### src/rtl/i2c_transaction_controller.sv
// I2C target-side transaction controller: address/ACK sequencing, write capture, read shifting.
// Optional macro I2C_RX_FLOW_EN: NACK a written byte when the sink is not ready.
module i2c_transaction_controller #(
    parameter int unsigned BYTE_CNT_W = 8
) (
    input  logic                  scl,
    input  logic                  rst_n,
    input  logic                  start,
    input  logic                  stop,
    input  logic                  sda,
    input  logic                  address_match,
    input  logic                  read_bit,
    input  logic                  write_bit,
    input  logic [7:0]            tx_data,
    input  logic                  rx_ready,
    output logic                  read_address,
    output logic [3:0]            clock_count,
    output logic                  sda_oe,
    output logic                  sda_out,
    output logic [7:0]            rx_data,
    output logic                  rx_valid,
    output logic                  tx_req,
    output logic                  busy,
    output logic [BYTE_CNT_W-1:0] byte_count
);

    typedef enum logic [2:0] {
        IDLE, ADDR, ADDR_ACK, WR_DATA, WR_ACK, RD_DATA, RD_ACK, WAIT_STOP
    } state_t;

    state_t                state, state_nxt;
    logic [3:0]            count_nxt;
    logic [7:0]            shift, shift_nxt;
    logic [7:0]            rx_data_nxt;
    logic                  rx_valid_nxt, tx_req_nxt;
    logic [BYTE_CNT_W-1:0] bc_nxt, bc_inc;
    logic                  accept_byte;

`ifdef I2C_RX_FLOW_EN
    assign accept_byte = rx_ready;
`else
    logic unused_rx_ready;
    assign unused_rx_ready = rx_ready;
    assign accept_byte     = 1'b1;
`endif

    assign bc_inc       = (byte_count == '1) ? byte_count : byte_count + BYTE_CNT_W'(1);
    assign read_address = (state == ADDR);
    assign busy         = (state != IDLE);

    always_comb begin
        state_nxt    = state;
        count_nxt    = clock_count;
        shift_nxt    = shift;
        rx_data_nxt  = rx_data;
        rx_valid_nxt = 1'b0;
        tx_req_nxt   = 1'b0;
        bc_nxt       = byte_count;
        sda_oe       = 1'b0;
        sda_out      = 1'b1;

        // Pad drive depends on the current state only, so reset releases sda at once
        case (state)
            ADDR_ACK, WR_ACK: begin
                sda_oe  = 1'b1;
                sda_out = 1'b0;
            end
            RD_DATA: begin
                sda_oe  = 1'b1;
                sda_out = shift[3'd7 - clock_count[2:0]];
            end
            default: ;
        endcase

        if (start) begin
            state_nxt = ADDR;
            count_nxt = '0;
            bc_nxt    = '0;
        end else if (stop) begin
            state_nxt = IDLE;
            count_nxt = '0;
        end else begin
            case (state)
                ADDR: begin
                    if (clock_count == 4'd7) begin
                        state_nxt = address_match ? ADDR_ACK : WAIT_STOP;
                        count_nxt = address_match ? 4'd8 : 4'd0;
                    end else begin
                        count_nxt = clock_count + 4'd1;
                    end
                end
                ADDR_ACK: begin
                    count_nxt = '0;
                    if (write_bit) begin
                        state_nxt = WR_DATA;
                    end else if (read_bit) begin
                        state_nxt  = RD_DATA;
                        shift_nxt  = tx_data;
                        tx_req_nxt = 1'b1;
                    end else begin
                        state_nxt = WAIT_STOP;
                    end
                end
                WR_DATA: begin
                    shift_nxt = {shift[6:0], sda};
                    if (clock_count == 4'd7) begin
                        if (accept_byte) begin
                            state_nxt    = WR_ACK;
                            count_nxt    = 4'd8;
                            rx_data_nxt  = {shift[6:0], sda};
                            rx_valid_nxt = 1'b1;
                            bc_nxt       = bc_inc;
                        end else begin
                            state_nxt = WAIT_STOP;
                            count_nxt = '0;
                        end
                    end else begin
                        count_nxt = clock_count + 4'd1;
                    end
                end
                WR_ACK: begin
                    state_nxt = WR_DATA;
                    count_nxt = '0;
                end
                RD_DATA: begin
                    if (clock_count == 4'd7) begin
                        state_nxt = RD_ACK;
                        count_nxt = 4'd8;
                    end else begin
                        count_nxt = clock_count + 4'd1;
                    end
                end
                RD_ACK: begin
                    count_nxt = '0;
                    if (!sda) begin
                        state_nxt  = RD_DATA;
                        shift_nxt  = tx_data;
                        tx_req_nxt = 1'b1;
                        bc_nxt     = bc_inc;
                    end else begin
                        state_nxt = WAIT_STOP;
                    end
                end
                default: ;
            endcase
        end
    end

    always_ff @(posedge scl or negedge rst_n) begin
        if (!rst_n) begin
            state       <= IDLE;
            clock_count <= '0;
            shift       <= '0;
            rx_data     <= '0;
            rx_valid    <= 1'b0;
            tx_req      <= 1'b0;
            byte_count  <= '0;
        end else begin
            state       <= state_nxt;
            clock_count <= count_nxt;
            shift       <= shift_nxt;
            rx_data     <= rx_data_nxt;
            rx_valid    <= rx_valid_nxt;
            tx_req      <= tx_req_nxt;
            byte_count  <= bc_nxt;
        end
    end

endmodule

### config.mk
export PLATFORM = sky130hd
export DESIGN_NAME = i2c_transaction_controller
export DESIGN_NICKNAME = d
export VERILOG_FILES = /design/src/rtl/i2c_transaction_controller.sv
export SDC_FILE = /design/constraint.sdc
export NUM_CORES = 1
export LEC_CHECK = 0
export BUFFER_PORTS_ARGS = -buffer_cell sky130_fd_sc_hd__clkbuf_2
export CORE_MARGIN = 2
export CORE_UTILIZATION = 57
export CTS_CLUSTER_SIZE = 28
export DETAILED_ROUTE_END_ITERATION = 10
export PLACE_DENSITY_LB_ADDON = 0.05
export SLEW_MARGIN = 20
export SYNTH_ARGS = -nofsm -noshare
export SYNTH_HDL_FRONTEND = slang
export SYNTH_SLANG_ARGS = --single-unit
### constraint.sdc
create_clock -name scl -period 4 [get_ports scl]
set_input_delay 0.4 -clock scl [delete_from_list [all_inputs] [get_ports scl]]
set_output_delay 0.4 -clock scl [all_outputs]
set_load 0.005 [all_outputs]
==> results of run 1 <==
layer usage:
| metal | track usage (%) | vias to the layer above |
|---|---|---|
| met5 | 0 | - |
| met4 | 8.385 | 0 |
| met3 | 5.882 | 8 |
| met2 | 40.43 | 43 |
| met1 | 31.45 | 737 |
| li1 | - | 741 |
power by group through the flow:
| stage | combinational [uW] | clock (uW) | sequential, uW |
|---|---|---|---|
| 5_1_grt | 93.9 | 214 | 388 |
| 3_3_place_gp | 78.6 | 0 | 389 |
| 6_report | 82.0 | 190 | 384 |
| 2_1_floorplan | 63.9 | 0 | 376 |
| 4_1_cts | 82.7 | 197 | 384 |
| 3_5_place_dp | 82.5 | 0 | 391 |
synth_stat cells (all sizes together) (3+ instances only):
cell     n  area [sq um]
dfrtp   33         825.8
nor2    22         82.58
nand2   18         75.07
o21ai   16         80.08
a21oi   11         55.05
mux2     9         101.4
mux2i    9         90.09
nand3    9         57.56
buf      7         53.80
clkbuf   5         18.77
xnor2    5         43.79
nor3     4         31.28
a211oi   3         27.52
a22oi    3         22.52
nand3b   3         22.52
registers in the layout (all words and copies together), names as in the netlist:
name	cells
byte_count	8
rx_data	8
shift	8
clock_count	4
state	3
rx_valid	1
tx_req	1
metrics by stage:
stage	total power [uW]	util, %	std cells	hold WS, ps
floorplan	439.4	-	187	104.4
global placement	467.3	66.46	260	461.8
detailed placement	473.6	66.46	260	491.3
CTS	664.5	68.25	267	156.4
global route	696.1	68.25	267	198.9
finish	656.0	68.25	267	147.0
final cells by class:
type	instances	share of cell area, %
clock buffers	7	2.621
well taps	44	2.621
flip-flops and latches	33	39.31
inverters	2	0.3574
repair buffers	41	9.768
multi-input cells	140	45.32
worst max-delay path by stage:
| stage | from | to | slack (ps) |
|---|---|---|---|
| 6_report | state[0] | rx_data[1] | 1520 |
| 2_1_floorplan | clock_count[1] | byte_count[7] | 2180 |
| 5_1_grt | state[1] | rx_data[6] | 1380 |
| 3_3_place_gp | state[0] | rx_data[5] | 1610 |
| 3_5_place_dp | state[0] | rx_data[0] | 1570 |
| 4_1_cts | state[0] | rx_data[1] | 1550 |
cell families after synthesis:
logic type               share of synthesized area, %
AND/OR/NAND/NOR                                 19.60
flip-flops                                      44.44
XOR/XNOR                                        2.357
buffers and inverters                           4.310
multiplexers                                    12.73
AO/OA/AOI/OAI                                   15.22
adder cells (fa/ha/maj)                         1.347
==> results by group, run 1 <==
Run status
  – Status: finished, final reports clean

Yosys
  – Mapped Cells: between 150 and 200
  – Post-synthesis sequential area ratio: between 40% and 50%
  – Ys flop type: dfrtp_1
  – Mean Syn Cell Area: approximately 10 sq um
  – Cell area after synthesis: 1858 sq um
  – Seq cells post-synth: 33
  – Mapped Nets: about 210
  – Library cells used by synthesis: 42
  – FFs w/ async S/R, synth: 100.0%
  – Synth warn: 0
  – EDFF count, synth: 0

CTS
  – CTS tree: done
  – H-tree levels: 2
  – Clk Tree Root Cell: clkbuf_4
  – Clk sinks: 33
  – CTS max path bufs: 2
  – Worst-Skew Late Latency: 330 ps
  – Postcts setup bufs: 0
  – CTS resizes: 0
  – Total CTS buffers: 5
  – Hold Buf Count CTS: 0
  – Clock Pin Slew Worst Setup and Hold Paths: approximately 100 ps

Final layout
  – Area grow syn2layout: 13.06%
  – Share of layout cells above drive strength 1: between 20 and 30%
  – Register area: a little over 800 sq um
  – Area of the multi-input gates: around 950 sq um
  – Layout net count: roughly 240
  – Most frequent cells in the layout: clkbuf_2 (41), dfrtp_1 (33), nor2_1 (22), nand2_1 (17), o21ai_0 (16)
  – Final Cell Area: 2101 sq um
  – Diode count: 0
  – Fillers: 243
  – Leading cell type in the layout, fill and taps excluded: clkbuf_2

Worst setup path
  – Critical path buffers and inverters: 0
  – Worst Path Required: about 4200 ps
  – Crit Path Category: flip-flop to flip-flop
  – Crit path max fanout: 22
  – CP delay by family, top: simple AND/OR/NAND/NOR gates
  – Critical Path AT: 2690 ps
  – Setup crit start kind: flip-flop
  – Worst path max stage delay: roughly 750 ps
  – Worst setup EP type: flip-flop
  – Worst r2r path cells: 3
  – CP Cell Sequence: nand3_1, nor3_4, mux2_2
  – RR Startpoint: state[0]
  – Crit path depth: 3
  – Worst r2r dst: rx_data[1]
  – CP max stage cell: dfrtp_1
  – R2R Setup Slk: about 1500 ps

Pwr
  – Comb power frac: between 10% and 20%
  – Clock power frac: 28.9%
  – PwrDens: approximately 310 nW/um^2
  – Int Pwr: ~480 uW
  – Leakage dissipation: about 0.0010 uW
  – Sw power: ~180 uW
  – Switching Share: a little over a quarter
  – Sequential share of power: 58.6%
  – Maximum vdd drop: between 0.2 and 0.25 mV

STA
  – Slew margin rel.: between 40% and 50%
  – RSZ-0062 raised after global routing: false
  – Slew @ Worst Pin: roughly 820 ps
  – Final Hold Violating Endpoints: 0
  – Worst Clk Skew: approximately 12 ps
  – FMAX: just over 0.4 GHz
  – Min Tclk post-route: between 2000 and 2500 ps
  – PnR worst setup slack: about 1500 ps
  – Final worst-path cycle share: 61.93%
  – Setup_tns: 0 ps
  – Setup violators final: 0
  – Final Max Tran Viols: 0

Route
  – Routed met1 length: about 1700 um
  – DR vias/cell: approximately 5.7
  – Pre-antenna DRT Iters: 4
  – Routed vias: about 1,500
  – Met3 Routed Length: between 150 and 200 um
  – ANT nets after route: 0
  – Met2 routed WL: 2004 um
  – Wire length per cell: 14.77 um
  – Initial detailed-routing violation count: ~150
  – DRC errors left: 0
  – Highest metal used: met4
  – Routed wire length: slightly below 4000 um

Floorplan
  – Die Y: roughly 61 um
  – Die width: between 60 and 70 um
  – Ports: 43
  – Core area: approximately 3100 sq um
  – Site Rows: 20
  – Die Area: 3733 sq um
  – Starting density of the core: about three fifths

Global routing
  – Gr usage total: between 20 and 25%
  – Number of global-route vias before repair: 1,467
  – First-pass GRT wire length: about 6600 um
  – Largest net degree at the start of global routing: 34
  – Initial antenna violation count: 0
  – Grt ovf: 0

Run
  – Max capacitance violation total: 0

Placement
  – Routability Congestion: slightly above 0.8
  – Place WS: 1567 ps
  – Placed cell areas: 2046 sq um
  – Port-buffer cells: 41
  – Post-detail-place hpwl: 2917 um

Hold path
  – Hold crit path type: input port to asynchronous set/reset pin
(Power assumes the default switching activity.)
==> run 2: changes to the inputs <==
--- a/config.mk
+++ b/config.mk
@@ -7,7 +7,7 @@
 export LEC_CHECK = 0
 export BUFFER_PORTS_ARGS = -buffer_cell sky130_fd_sc_hd__clkbuf_2
 export CORE_MARGIN = 2
-export CORE_UTILIZATION = 57
+export CORE_UTILIZATION = 53
 export CTS_CLUSTER_SIZE = 28
 export DETAILED_ROUTE_END_ITERATION = 10
 export PLACE_DENSITY_LB_ADDON = 0.05
==> constraint.sdc (replaced) <==
create_clock -name scl -period 2.3 [get_ports scl]
set_input_delay 0.23 -clock scl [delete_from_list [all_inputs] [get_ports scl]]
set_output_delay 0.23 -clock scl [all_outputs]
set_load 0.005 [all_outputs]
==> results by group, run 2 (same netlist as run 1, synthesis figures left out) <==
Run status
  – Status: finished, final reports clean

Worst setup path
  – Critical Path AT: around 1800 ps
  – Crit path max fanout: 13
  – Worst Path Required: 2070 ps
  – CP startpoint: state[0]
  – RR Startpoint: state[0]
  – Crit Path Category: flip-flop to output port
  – Setup crit start kind: flip-flop
  – Worst setup EP type: output port

Route
  – DR vias/cell: around 5.6
  – DRC errors left: 0
  – Routed met1 length: ~1800 um
  – ANT nets after route: 0
  – Initial detailed-routing violation count: between 100 and 150
  – Routed wire length: between 3000 and 4000 um
  – Pre-antenna DRT Iters: 4
  – Routed vias: between 1,500 and 2,000
  – Met3 Routed Length: between 150 and 200 um
  – Highest metal used: met4
  – Met2 routed WL: around 1900 um
  – Wire length per cell: 14.15 um

Placement
  – Routability Congestion: ~0.85
  – Placed cell areas: ~2100 sq um
  – Port-buffer cells: between 40 and 50
  – Cells after DPL: ~270
  – Post-detail-place hpwl: about 2900 um
  – Place WS: approximately 400 ps

Final layout
  – Area grow syn2layout: 16.97%
  – Share of layout cells above drive strength 1: 32.03%
  – Leading cell type in the layout, fill and taps excluded: clkbuf_2
  – Most frequent cells in the layout: clkbuf_2 (41), dfrtp_1 (33), nor2_1 (22), nand2_1 (17), o21ai_0 (16)
  – Largest regs: byte_count x8, rx_data x8, shift x8
  – Fillers: between 300 and 400
  – Diode count: 0
  – Finished Layout Cells: 277
  – Final Cell Area: between 2000 and 2500 sq um
  – Layout net count: approximately 250

Global routing
  – Grt ovf: 0
  – Number of global-route vias before repair: approximately 1,500
  – Largest net degree at the start of global routing: 34
  – Initial antenna violation count: 0
  – First-pass GRT wire length: ~6900 um
  – Gr usage total: a little over a fifth

Floorplan
  – Site Rows: 21
  – Die width: approximately 63 um
  – Core area: between 3000 and 4000 sq um
  – Starting density of the core: a little under three fifths
  – Die Area: ~4000 sq um
  – Die Y: roughly 63 um
  – Ports: between 40 and 50

STA
  – Setup violators final: 0
  – Final Max Tran Viols: 0
  – Worst Clk Skew: 12.28 ps
  – Final worst-path cycle share: between 90% and 100%
  – Min Tclk post-route: about 2100 ps
  – Slew @ Worst Pin: ~790 ps
  – Slew margin rel.: 47.11%
  – Setup_tns: 0 ps
  – FMAX: 0.4826 GHz
  – PnR worst setup slack: around 230 ps
  – Final Hold Violating Endpoints: 0
  – RSZ-0062 raised after global routing: false

Hold path
  – Hold Startpoint: tx_data[7]
  – Hold crit path type: input port to flip-flop

CTS
  – CTS max path bufs: 2
  – Worst-Skew Late Latency: around 330 ps
  – Clock Pin Slew Worst Setup and Hold Paths: approximately 110 ps
  – Clk sinks: 33
  – CTS tree: done
  – Clk Tree Root Cell: clkbuf_4
  – H-tree levels: 2
  – Total CTS buffers: 5

Pwr
  – Sw power: about 320 uW
  – Comb power frac: between 10% and 20%
  – PwrDens: 549.1 nW/um^2
  – Total power: between 1000 and 1500 uW
  – Int Pwr: 873.1 uW
  – Maximum vdd drop: approximately 0.36 mV
  – Switching Share: between 20% and 30%
  – Sequential share of power: between 50% and 60%
  – Leakage dissipation: around 0.0011 uW
  – Clock power frac: between 30 and 40%

Run
  – Max capacitance violation total: 0
==> run 2: layout make-up <==
cell class	count	area [sq um]	area share [%]
clock buffers	7	65.06	2.994
clock inverters	1	5.005	0.2303
multi-input cells	140	952.2	43.81
repair buffers	48	260.3	11.97
well taps	46	57.56	2.648
flip-flops and latches	33	825.8	38.00
inverters	2	7.507	0.3454
==> run 2: repair_timing <==
| item | 4_1_cts | 5_1_grt |
|---|---|---|
| hold buffers | 1 | 0 |
| hold endpoints to repair | 33 | 0 |
| buffers inserted | 0 | 0 |
| gates resized for setup | 0 | 0 |
==> run 2: per-layer routing <==
layer / GRT usage, % / vias up
met5: 0 / -
met4: 7.337 / 0
met3: 4.821 / 5
met2: 37.77 / 50
met1: 27.55 / 741
li1: - / 759
==> run 2: power by group through the flow <==
stage          Combinational [uW]  Clock, uW  Sequential (uW)
6_report                      164        373              656
5_1_grt                       186        418              663
4_1_cts                       167        389              656
3_5_place_dp                  165          0              667
3_3_place_gp                  159          0              664
2_1_floorplan                 111          0              653
==> run 2: path summary, 6_finish.rpt <==
check	end	slack (ps)	cells past startpoint
max	sda_out	230	6
min	shift[7]	180	3
max reg2reg	byte_count[7]	330	5
min reg2reg	shift[7]	500	2
max in group asynchronous	byte_count[7]	1290	2
min in group asynchronous	clock_count[1]	500	2
==> run 2: metrics by stage <==
stage | util (%) | hold slack, ps
floorplan | - | -65.59
global placement | 62.24 | 351.0
detailed placement | 62.24 | 362.5
CTS | 64.62 | 161.6
global route | 64.62 | 174.3
finish | 64.62 | 176.3
==> run 2: critical path, stage by stage (launching register included) <==
cell and delay [ps]:
dfrtp_1 530, buf_4 240, nor2_1 320, nand2_1 80, o21ai_0 110, nand3_1 100, clkbuf_2 120
==> run 3: changes to the inputs <==
--- a/config.mk
+++ b/config.mk
@@ -6,7 +6,7 @@
 export NUM_CORES = 1
 export LEC_CHECK = 0
 export BUFFER_PORTS_ARGS = -buffer_cell sky130_fd_sc_hd__clkbuf_2
-export CORE_MARGIN = 2
+export CORE_MARGIN = 4
 export CORE_UTILIZATION = 53
 export CTS_CLUSTER_SIZE = 28
 export DETAILED_ROUTE_END_ITERATION = 10
==> results by group, run 3 (same netlist as run 1, synthesis figures left out) <==
STA
  – Slew @ Worst Pin: ~800 ps
  – Slew margin rel.: a little under half
  – Setup violators final: 0
  – Final Max Tran Viols: 0
  – FMAX: ~0.48 GHz
  – Worst Clk Skew: 5.652 ps
  – Final worst-path cycle share: between 90% and 100%
  – Setup_tns: 0 ps
  – Min Tclk post-route: roughly 2100 ps
  – Final hold slack: roughly 190 ps
  – RSZ-0062 raised after global routing: false
  – Final Hold Violating Endpoints: 0

Hold path
  – Hold path endpoint: shift[0]
  – Hold Startpoint: tx_data[0]
  – Hold crit path type: input port to flip-flop
  – Hold path depth: 3

Worst setup path
  – Crit path max fanout: 13
  – Crit Path Category: flip-flop to output port
  – CP Cell Sequence: buf_4, nor2_1, nand2_1, o21ai_0, nand3_1, clkbuf_2
  – RR Startpoint: state[0]
  – CP delay by family, top: flip-flops
  – Worst setup EP type: output port
  – Critical path buffers and inverters: 2
  – R2R Setup Slk: 390 ps
  – Worst r2r dst: byte_count[7]
  – Setup crit start kind: flip-flop
  – Worst Path Required: 2070 ps
  – Worst r2r path cells: 5
  – Worst path max stage delay: 520 ps
  – Critical Path AT: between 1500 and 2000 ps
  – CP max stage cell: dfrtp_1

Route
  – ANT nets after route: 0
  – Wire length per cell: ~14 um
  – Routed vias: ~1,600
  – DRC errors left: 0
  – DR vias/cell: 5.610
  – Routed wire length: 4006 um
  – Initial detailed-routing violation count: ~130
  – Pre-antenna DRT Iters: 4

Final layout
  – Most frequent cells in the layout: clkbuf_2 (41), dfrtp_1 (33), nor2_1 (22), nand2_1 (17), o21ai_0 (16)
  – Layout net count: ~250
  – Final core occ: around 65%
  – Leading cell type in the layout, fill and taps excluded: clkbuf_2
  – Finished Layout Cells: around 280
  – Diode count: 0
  – Share of layout cells above drive strength 1: 32.03%
  – Fillers: 305
  – Largest regs: byte_count x8, rx_data x8, shift x8
  – Area grow syn2layout: 16.97%

Run status
  – Status: finished, final reports clean

CTS
  – Clock Pin Slew Worst Setup and Hold Paths: 100 ps
  – Postcts setup bufs: 0
  – CTS resizes: 0
  – Total CTS buffers: 5
  – Clk sinks: 33
  – H-tree levels: 2
  – CTS max path bufs: 2
  – Worst-Skew Late Latency: 330 ps
  – CTS tree: done
  – Clk Tree Root Cell: clkbuf_4

Global routing
  – Gr usage total: a little over a fifth
  – Grt ovf: 0
  – Number of global-route vias before repair: between 1,500 and 2,000
  – First-pass GRT wire length: 7176 um
  – Initial antenna violation count: 0
  – Largest net degree at the start of global routing: 34

Pwr
  – Total power: 1193 uW
  – Maximum vdd drop: around 0.35 mV
  – PwrDens: between 500 and 600 nW/um^2
  – Leakage dissipation: between 0.001 and 0.0015 uW

Floorplan
  – Starting density of the core: between 50% and 60%
  – Die Y: 67.21 um
  – Die Area: 4517 sq um
  – Site Rows: 21
  – Die width: just under 70 um
  – Ports: 43
  – Core area: between 3000 and 4000 sq um

Run
  – Max capacitance violation total: 0

Placement
  – Port-buffer cells: between 40 and 50
  – Routability Congestion: approximately 0.86
  – Cells after DPL: 268
  – Post-detail-place hpwl: 2972 um
## run 3: layout make-up
cell class / count / area, sq um / share of cell area (%)
Timing Repair Buffer: 48 / 260.3 / 11.97
Multi-Input combinational cell: 140 / 952.2 / 43.81
Tap cell: 46 / 57.56 / 2.648
Sequential cell: 33 / 825.8 / 38.00
Clock buffer: 7 / 65.06 / 2.994
Clock inverter: 1 / 5.005 / 0.2303
Inverter: 2 / 7.507 / 0.3454
## run 3: worst max-delay path by stage
stage / startpoint / endpoint / slack (ps) / cells past startpoint
after floorplan: clock_count[1] / byte_count[7] / 480 / 6
after global placement: state[0] / byte_count[7] / 450 / 5
after detailed placement: state[0] / byte_count[7] / 410 / 5
after CTS: state[0] / sda_out / 190 / 6
after global routing: state[0] / sda_out / 70 / 6
final: state[0] / sda_out / 220 / 6
## run 3: per-layer routing
metal  global-route usage [%]  vias to the layer above  part of all wire [%]
li1                         -                      756                     -
met1                    27.77                      746                    45
met2                    33.62                       47                    49
met3                    4.659                        5                   5.5
met4                    8.101                        0                  0.90
met5                        0                        -                     0
## run 3: what timing repair did
action	4_1_cts	5_1_grt
endpoints found under the setup margin	0	0
hold endpoints to repair	33	0
hold buffers	1	0
## run 3: worst min-delay path, cell delays in order
cell and delay (ps):
clkbuf_2 80, mux2i_1 50, o21ai_0 130
## run 3: metrics by stage
stage	setup WS, ps	area (sq um)
finish	217.8	2173
global route	73.65	2173
CTS	187.8	2173
detailed placement	407.1	2093
global placement	447.2	2093
floorplan	480.3	1858
## run 3: report_power, final
part / total (uW) / switching [uW] / internal [uW]
Clock: 372 / 195 / 177
Combinational: 165 / 85.6 / 79.8
Sequential: 656 / 39.5 / 616
